$ cat config.mk
export PLATFORM = sky130hd
export DESIGN_NAME = mem_responder_flat
export DESIGN_NICKNAME = d
export VERILOG_FILES = /design/src/rtl/mem_responder_if.sv /design/src/rtl/mem_responder.sv /design/src/flat_wrapper.sv
export SDC_FILE = /design/constraint.sdc
export NUM_CORES = 2
export LEC_CHECK = 0
export ABC_CLOCK_PERIOD_IN_PS = 8700
export BUFFER_PORTS_ARGS = -buffer_cell sky130_fd_sc_hd__buf_2
export CORE_MARGIN = 1.5
export CORE_UTILIZATION = 50
export CTS_CLUSTER_SIZE = 40
export DETAILED_ROUTE_END_ITERATION = 8
export HOLD_SLACK_MARGIN = 0.03
export PLACE_DENSITY = 0.63
export SLEW_MARGIN = 20
export SYNTH_ARGS = -nofsm -noshare
export SYNTH_HDL_FRONTEND = slang
export SYNTH_SLANG_ARGS = --single-unit
$ cat constraint.sdc
create_clock -name clk -period 8.7 [get_ports clk]
set_clock_uncertainty 0.2 [all_clocks]
set_input_delay 1.74 -clock clk [delete_from_list [all_inputs] [get_ports clk]]
set_output_delay 1.74 -clock clk [all_outputs]
set_load 0.02 [all_outputs]
$ cat src/rtl/mem_responder_if.sv
// mem_responder_if: request/response bus between the datapath (master) and the memory responder (slave).
interface mem_responder_if;
    logic        mem_en;
    logic        we;
    logic [15:0] addr;
    logic [15:0] wdata;
    logic [15:0] sw;
    logic [15:0] rdata;
    logic        r;
    logic [15:0] hex_out;
    logic        err;
    modport master (output mem_en, we, addr, wdata, sw, input rdata, r, hex_out, err);
    modport slave  (input mem_en, we, addr, wdata, sw, output rdata, r, hex_out, err);
endinterface

$ cat src/rtl/mem_responder.sv
// mem_responder: fixed wait-state SRAM responder with one memory-mapped I/O word and a sticky range error.
module mem_responder #(
    parameter int          ADDR_W  = 8,
    parameter int          WAIT    = 2,
    parameter logic [15:0] IO_ADDR = 16'hFFFF
) (
    input logic             clk,
    input logic             rst_n,
    mem_responder_if.slave  bus
);
    typedef enum logic [1:0] {S_IDLE, S_WAIT, S_DONE, S_RELEASE} state_t;
    state_t      state_q, state_d;
    logic [2:0]  cnt_q, cnt_d;
    logic [15:0] addr_q, addr_d, wdata_q, wdata_d, rdata_q, rdata_d, hex_q, hex_d;
    logic        we_q, we_d, err_q, err_d;
    logic [15:0] mem [2**ADDR_W];
    logic        capture, access, is_io, is_sram;
    assign capture = state_q == S_IDLE && bus.mem_en;
    assign access  = state_q == S_WAIT && cnt_q == 3'd0;
    assign is_io   = addr_q == IO_ADDR;
    assign is_sram = !is_io && (addr_q >> ADDR_W) == 16'd0;
    always_ff @(posedge clk or negedge rst_n) begin
        if (!rst_n) begin
            state_q <= S_IDLE;
            cnt_q   <= '0;
            addr_q  <= '0;
            wdata_q <= '0;
            we_q    <= 1'b0;
            rdata_q <= '0;
            hex_q   <= '0;
            err_q   <= 1'b0;
        end else begin
            state_q <= state_d;
            cnt_q   <= cnt_d;
            addr_q  <= addr_d;
            wdata_q <= wdata_d;
            we_q    <= we_d;
            rdata_q <= rdata_d;
            hex_q   <= hex_d;
            err_q   <= err_d;
        end
    end
    // Storage is not reset; state is IDLE during reset so no write can slip through.
    always_ff @(posedge clk) begin
        if (access && we_q && is_sram) mem[addr_q[ADDR_W-1:0]] <= wdata_q;
    end
    always_comb begin
        state_d = state_q;
        case (state_q)
            S_IDLE:  state_d = bus.mem_en ? S_WAIT : S_IDLE;
            S_WAIT:  state_d = cnt_q == 3'd0 ? S_DONE : S_WAIT;
            default: state_d = bus.mem_en ? S_RELEASE : S_IDLE;
        endcase
    end
    always_comb begin
        addr_d  = capture ? bus.addr : addr_q;
        wdata_d = capture ? bus.wdata : wdata_q;
        we_d    = capture ? bus.we : we_q;
        cnt_d   = capture ? 3'(WAIT - 1) : (state_q == S_WAIT && cnt_q != 3'd0) ? cnt_q - 3'd1 : cnt_q;
        rdata_d = !(access && !we_q) ? rdata_q : is_io ? bus.sw : is_sram ? mem[addr_q[ADDR_W-1:0]] : 16'h0000;
        hex_d   = access && we_q && is_io ? wdata_q : hex_q;
        err_d   = err_q | (access && !is_io && !is_sram);
    end
    always_comb begin
        bus.r       = state_q == S_DONE;
        bus.rdata   = rdata_q;
        bus.hex_out = hex_q;
        bus.err     = err_q;
    end
endmodule

$ cat src/flat_wrapper.sv
// flat-port wrapper written by rule: the top's interface ports become plain ports
module mem_responder_flat 
#(
    parameter int          ADDR_W  = 8,
    parameter int          WAIT    = 2,
    parameter logic [15:0] IO_ADDR = 16'hFFFF
)
  (clk, rst_n, bus_mem_en, bus_we, bus_addr, bus_wdata, bus_sw, bus_rdata, bus_r, bus_hex_out, bus_err);
  mem_responder_if bus_i ();
  input logic clk;
  input logic rst_n;
  input wire logic [$bits(bus_i.mem_en)-1:0] bus_mem_en;
  input wire logic [$bits(bus_i.we)-1:0] bus_we;
  input wire logic [$bits(bus_i.addr)-1:0] bus_addr;
  input wire logic [$bits(bus_i.wdata)-1:0] bus_wdata;
  input wire logic [$bits(bus_i.sw)-1:0] bus_sw;
  output wire logic [$bits(bus_i.rdata)-1:0] bus_rdata;
  output wire logic [$bits(bus_i.r)-1:0] bus_r;
  output wire logic [$bits(bus_i.hex_out)-1:0] bus_hex_out;
  output wire logic [$bits(bus_i.err)-1:0] bus_err;
  assign bus_i.mem_en = bus_mem_en;
  assign bus_i.we = bus_we;
  assign bus_i.addr = bus_addr;
  assign bus_i.wdata = bus_wdata;
  assign bus_i.sw = bus_sw;
  assign bus_rdata = bus_i.rdata;
  assign bus_r = bus_i.r;
  assign bus_hex_out = bus_i.hex_out;
  assign bus_err = bus_i.err;
  mem_responder #(.ADDR_W(ADDR_W), .WAIT(WAIT), .IO_ADDR(IO_ADDR)) u_core (.clk(clk), .rst_n(rst_n), .bus(bus_i));
endmodule
Word level (Yosys, flattened, before mapping):

Memory sizes are Yosys's and may differ from the RTL's.
Cells that the tools add are included.
W data, S select, Z words.

* bits in registers: 71
* latch bits: 0
* memory bits (writable): 4096
* memory bits (read-only): 0
* bits of input ports: 52
* output and inout bits: 34
* memories: 1

* add/subtract/negate cells: 1
* $mul: 0
* div/mod/pow operators: 0
* magnitude comparators: 0
* equality and inequality tests: 3
* shift operators: 0
* mux-type cells: 10
* bitwise operators: 1
* reductions and logical operators: 18

Memories
* u_core.mem: words 256, width 16, rd ports 1, clocked after memory_dff 0, wr ports 1, line mem_responder.sv:16 `logic [15:0] mem [2**ADDR_W];`

Operators by type and width (number)
* $mux W16: 2
* $eq A16 B16 Y1 const B: 1
* $logic_not A16 Y1: 1
* $logic_and A1 B1 Y1: 10
* $mux W3: 2
* $mux W2: 2
* $pmux W2 S2: 1
* $logic_not A1 Y1: 3
* $logic_not A3 Y1: 1
* $mux W1: 3
* $reduce_bool A3 Y1: 1
* $sub A3 B1 Y3 const B: 1
* $eq A2 B1 Y1 const B: 1
* $eq A2 B2 Y1 const B: 1
* $logic_not A2 Y1: 1
* $reduce_bool A2 Y1: 1
* $or A1 B1 Y1: 1

Logic depth before layout (Yosys ltp):

* word-level depth: 6
* gate-level depth with buffers: 12
* mapped depth without buffers: 8

Worst setup path before layout:

Ideal clock, no wire load.

* kind: reg2reg
* start: register u_core.wdata_q[0]
* end: memory u_core.mem[0][0], data pin
* setup time: 0.805 ns
* arrival: 3.191 ns
* slack: 4.504 ns
* cell stages (with the launch flop): 1
* clock period less this slack: 4.196 ns
* cells stage by stage: dfrtp_1

RTL lines
* start: declaration: line mem_responder.sv:14 `logic [15:0] addr_q, addr_d, wdata_q, wdata_d, rdata_q, rdata_d, hex_q, hex_d;`
* start signal: assignment: line mem_responder.sv:36 `wdata_q <= wdata_d;`
* end: declaration: line mem_responder.sv:16

No word-level cell before the write port.

Final worst setup path:

* start: register u_core.addr_q[2]
* end: register u_core.rdata_q[1], in the netlist u_core.bus.rdata[1]

* cells in the longest elaborated chain, start to end: 5

Ends and longest elaborated chain
* start: declaration: line mem_responder.sv:14
* start signal: assignment: line mem_responder.sv:35 `addr_q <= addr_d;`
* parallel branches: the longest is 4 deep, another holds $mem_v2 Z256 W16
* $mux W16 *: line mem_responder.sv:60 `rdata_d = !(access && !we_q) ? rdata_q : is_io ? bus.sw : is_sram ? mem[addr_q[ADDR_W-1:0]] : 16'h0000;`
* end signal: assignment: line mem_responder.sv:38 `rdata_q <= rdata_d;`
* end: declaration: line mem_responder.sv:14

Every way passes the cells marked *.
A chain may end at the register's enable or synchronous reset.

==> results.yml <==
outcome:
  outcome: "finished, final reports clean"
floorplan:
  initial_core_util_pct: 50.2
  dieArea_um2: 322000
  core_um2: 318000
  ioPinCount: 86
  fp-row-count: 207
  die_w_um: 568
  die_height_um: 568
detailed_routing:
  antenna_left: 0
  drt-initial-drc-count: 10600
  num_vias: 80800
  routed_wl_mm: 416
  drc: 0
  wl_per_cell_um: 32.6
  first_pass_iters: 6
  vias_per_cell: 6.33
clocking:
  cts_root_buf: "clkbuf_16"
  clock_latency_ns: 0.94
  post_cts_resized: 0
  cts.sinks: 4167
  cts-buffers-inserted: 409
  cts.hold.buffers_added: 0
  h-tree-depth: 5
  cts_setup_buffers: 0
  cts_tree: "built"
  cts.clk_slew.worst_paths_ns: 0.06
  cts_buffer_depth: 4
min_path:
  holdPathStages: 1
  min_to: "u_core.bus.err"
  hold_path_class: "flop to flop"
  hold_start: "u_core.bus.err"
sta:
  period_needed_ns: 5.79
  maxSlewViolCount: 0
  worst_pin_slew_ns: 1.32
  finalSetupViolations: 0
  fin_setup_tns_ns: 0
  holdWs_ns: 0.299
  fmax_mhz: 173
  rsz0062_at_grt: "false"
  hold_viol_final: 0
  fin_crit_sh_pct: 66.6
  setup_slack_ns: 2.91
  slew_headroom_pct: 11.9
synthesis:
  synthArstFlopShare_pct: 1.70
  synth_area_leader_cell: "edfxtp_1"
  synth_common_cells: "edfxtp_1, mux2i_1, mux4_2"
  synth_top_area_share_pct: 77.1
  yosysWarnings: 0
  synth_seq_cells: 4167
  syn_inst: 7804
  ys.flop_type: "edfxtp_1"
  synth.distinct_cells: 53
  synth.area.top_cells: "edfxtp_1, mux4_2, mux2i_1"
  syn_avg_cell_area_um2: 20.4
  yosysSeqAreaShare_pct: 78.2
  synth_edf_count: 4096
  yosysMostFrequentCell: "edfxtp_1"
  synth_area_um2: 160000
  synthesis.nets: 7858
final_layout:
  finalInstanceArea_um2: 179000
  areaGrowthSynthToFinish_pct: 12.4
  drive_gt1_share_pct: 20.2
  multi_input_area_um2: 32600
  fin_nets: 8275
  fillCellCount: 23500
  ff_latch_area_um2: 125000
placed_design:
  dp_hpwl_mm: 243
  place_ws_ns: 2.90
  placed_area_um2: 166000
  place.gp.congestion: 0.835
  numPortBuffers: 85
setup_path:
  cp-end-kind: "flop"
  path_cells: "buf_4, buf_4, buf_4, mux4_2, mux2i_1, o22ai_1, nor3_1, a21oi_1, or3_1"
  slowest_stage: "buf_4"
  reg2reg_to: "u_core.bus.rdata[1]"
  cp_max_fo: 61
  startpoint: "u_core.addr_q[2]"
  crit_type: "flop to flop"
  max_stage_delay_ns: 0.86
  r2r_cells: 9
  r2r-start: "u_core.addr_q[2]"
  crit_arrival_ns: 6.40
  crit_required_ns: 9.31
  reg2reg_slack_ns: 2.91
  cp_common_cell: "buf_4"
  critPathTopFamily: "buffers and inverters"
  crit_buf_inv: 3
  start_kind: "flop"
power:
  power_per_cell_area_nw_per_um2: 334
  p_leak_nw: 58.1
  peakVddDrop_mv: 0.459
global_route:
  grt_max_degree: 197
  overflow: 0
  antenna_found_initial: 16
  track_usage_pct: 25.5
  grt_pass1_vias: 78900
  grt_pass1_wl_mm: 589
flow_run:
  maxCapViolCount: 0
-- worst register-to-register path, stage by stage (launching register included) --
cell and delay [ns]:
dfrtp_4 0.79, buf_4 0.69, buf_4 0.68, buf_4 0.89
mux4_2 0.55, mux2i_1 0.16, o22ai_1 0.11, nor3_1 0.65
a21oi_1 0.50, or3_1 0.44
-- cell type report --
type | count | share of cell area (%)
multi-input cells | 3161 | 18.2
diodes | 18 | 0.0251
well taps | 4180 | 2.92
repair buffers | 478 | 2.04
clock inverters | 241 | 1.20
inverters | 4 | 0.00837
flip-flops and latches | 4167 | 69.6
clock buffers | 512 | 6.01
-- flip-flops by register name, summed over array words and instances, names as in the netlist --
| signal | cells |
|---|---|
| u_core.mem | 4096 |
| u_core.addr_q | 16 |
| u_core.bus.hex_out | 16 |
| u_core.bus.rdata | 16 |
| u_core.wdata_q | 16 |
| u_core.cnt_q | 3 |
| u_core.state_q | 2 |
| u_core.bus.err | 1 |
| u_core.we_q | 1 |
-- metrics by stage --
stage | std cells | utilization (%) | total power, mW
2_1_floorplan | 7804 | - | 36.7
3_3_place_gp | 12000 | 52.3 | 42.7
3_5_place_dp | 12000 | 52.3 | 43.0
4_1_cts | 12700 | 56.4 | 60.0
5_1_grt | 12800 | 56.4 | 61.6
6_report | 12800 | 56.4 | 59.9
-- metal layers --
layer  track usage (%)  vias to the layer above  routed length [um]  part of all wire (%)
li1                  -                    33400                   -                     -
met1              37.5                    42800              172000                    41
met2              39.7                     3877              196000                    47
met3              3.44                      662               33800                   8.1
met4              8.21                        0               14600                   3.5
met5                 0                        -                   0                     0
-- how the worst max path moves through the flow --
stage               cells after the start              endpoint
floorplan                               0      u_core.mem[0][0]
global placement                        9  u_core.bus.rdata[14]
detailed placement                      9  u_core.bus.rdata[14]
CTS                                     9  u_core.bus.rdata[14]
global route                            9  u_core.bus.rdata[14]
finish                                  9   u_core.bus.rdata[1]
-- cell families after synthesis --
| kind of cell | after synthesis | synth area share [%] |
|---|---|---|
| buf+inv | 476 | 1.54 |
| xor+xnor | 2 | 0.0110 |
| mux | 1569 | 14.3 |
| simple gates | 687 | 2.05 |
| fa+ha+maj | 2 | 0.0157 |
| flops | 4167 | 78.2 |
| compound gates | 901 | 3.89 |
-- power breakdown --
group          total (mW)  internal, mW  switching [mW]  leakage (nW)
clock                17.2          9.84            7.39          6.33
combinational        16.5          5.23            11.2          14.1
sequential           26.2          25.2            1.00          37.7
-- placed cells by master, fill, tap and decap left out, types with 9 or more instances in the layout --
master	instances
clkinv_1	105
nor4_1	56
mux2_2	49
a22oi_1	286
dfrtp_1	52
a21oi_1	62
nor4_2	11
nand2_1	102
edfxtp_1	4096
buf_2	86
a221oi_1	128
nor2_2	12
dfrtp_4	19
bufinv_16	36
buf_12	20
buf_4	369
nand2_2	9
inv_6	9
or3_1	16
mux2i_1	960
clkbuf_16	413
o22ai_1	272
nand4_1	68
nor2b_1	10
mux4_2	560
nor2_1	257
clkinv_2	70
a32oi_1	15
o21ai_0	79
diode_2	18
nor3_1	16
nor2_4	12
clkbuf_1	91
o211ai_1	15
a31oi_1	33
nand3_1	68
Power figures use the tool's default switching activity.
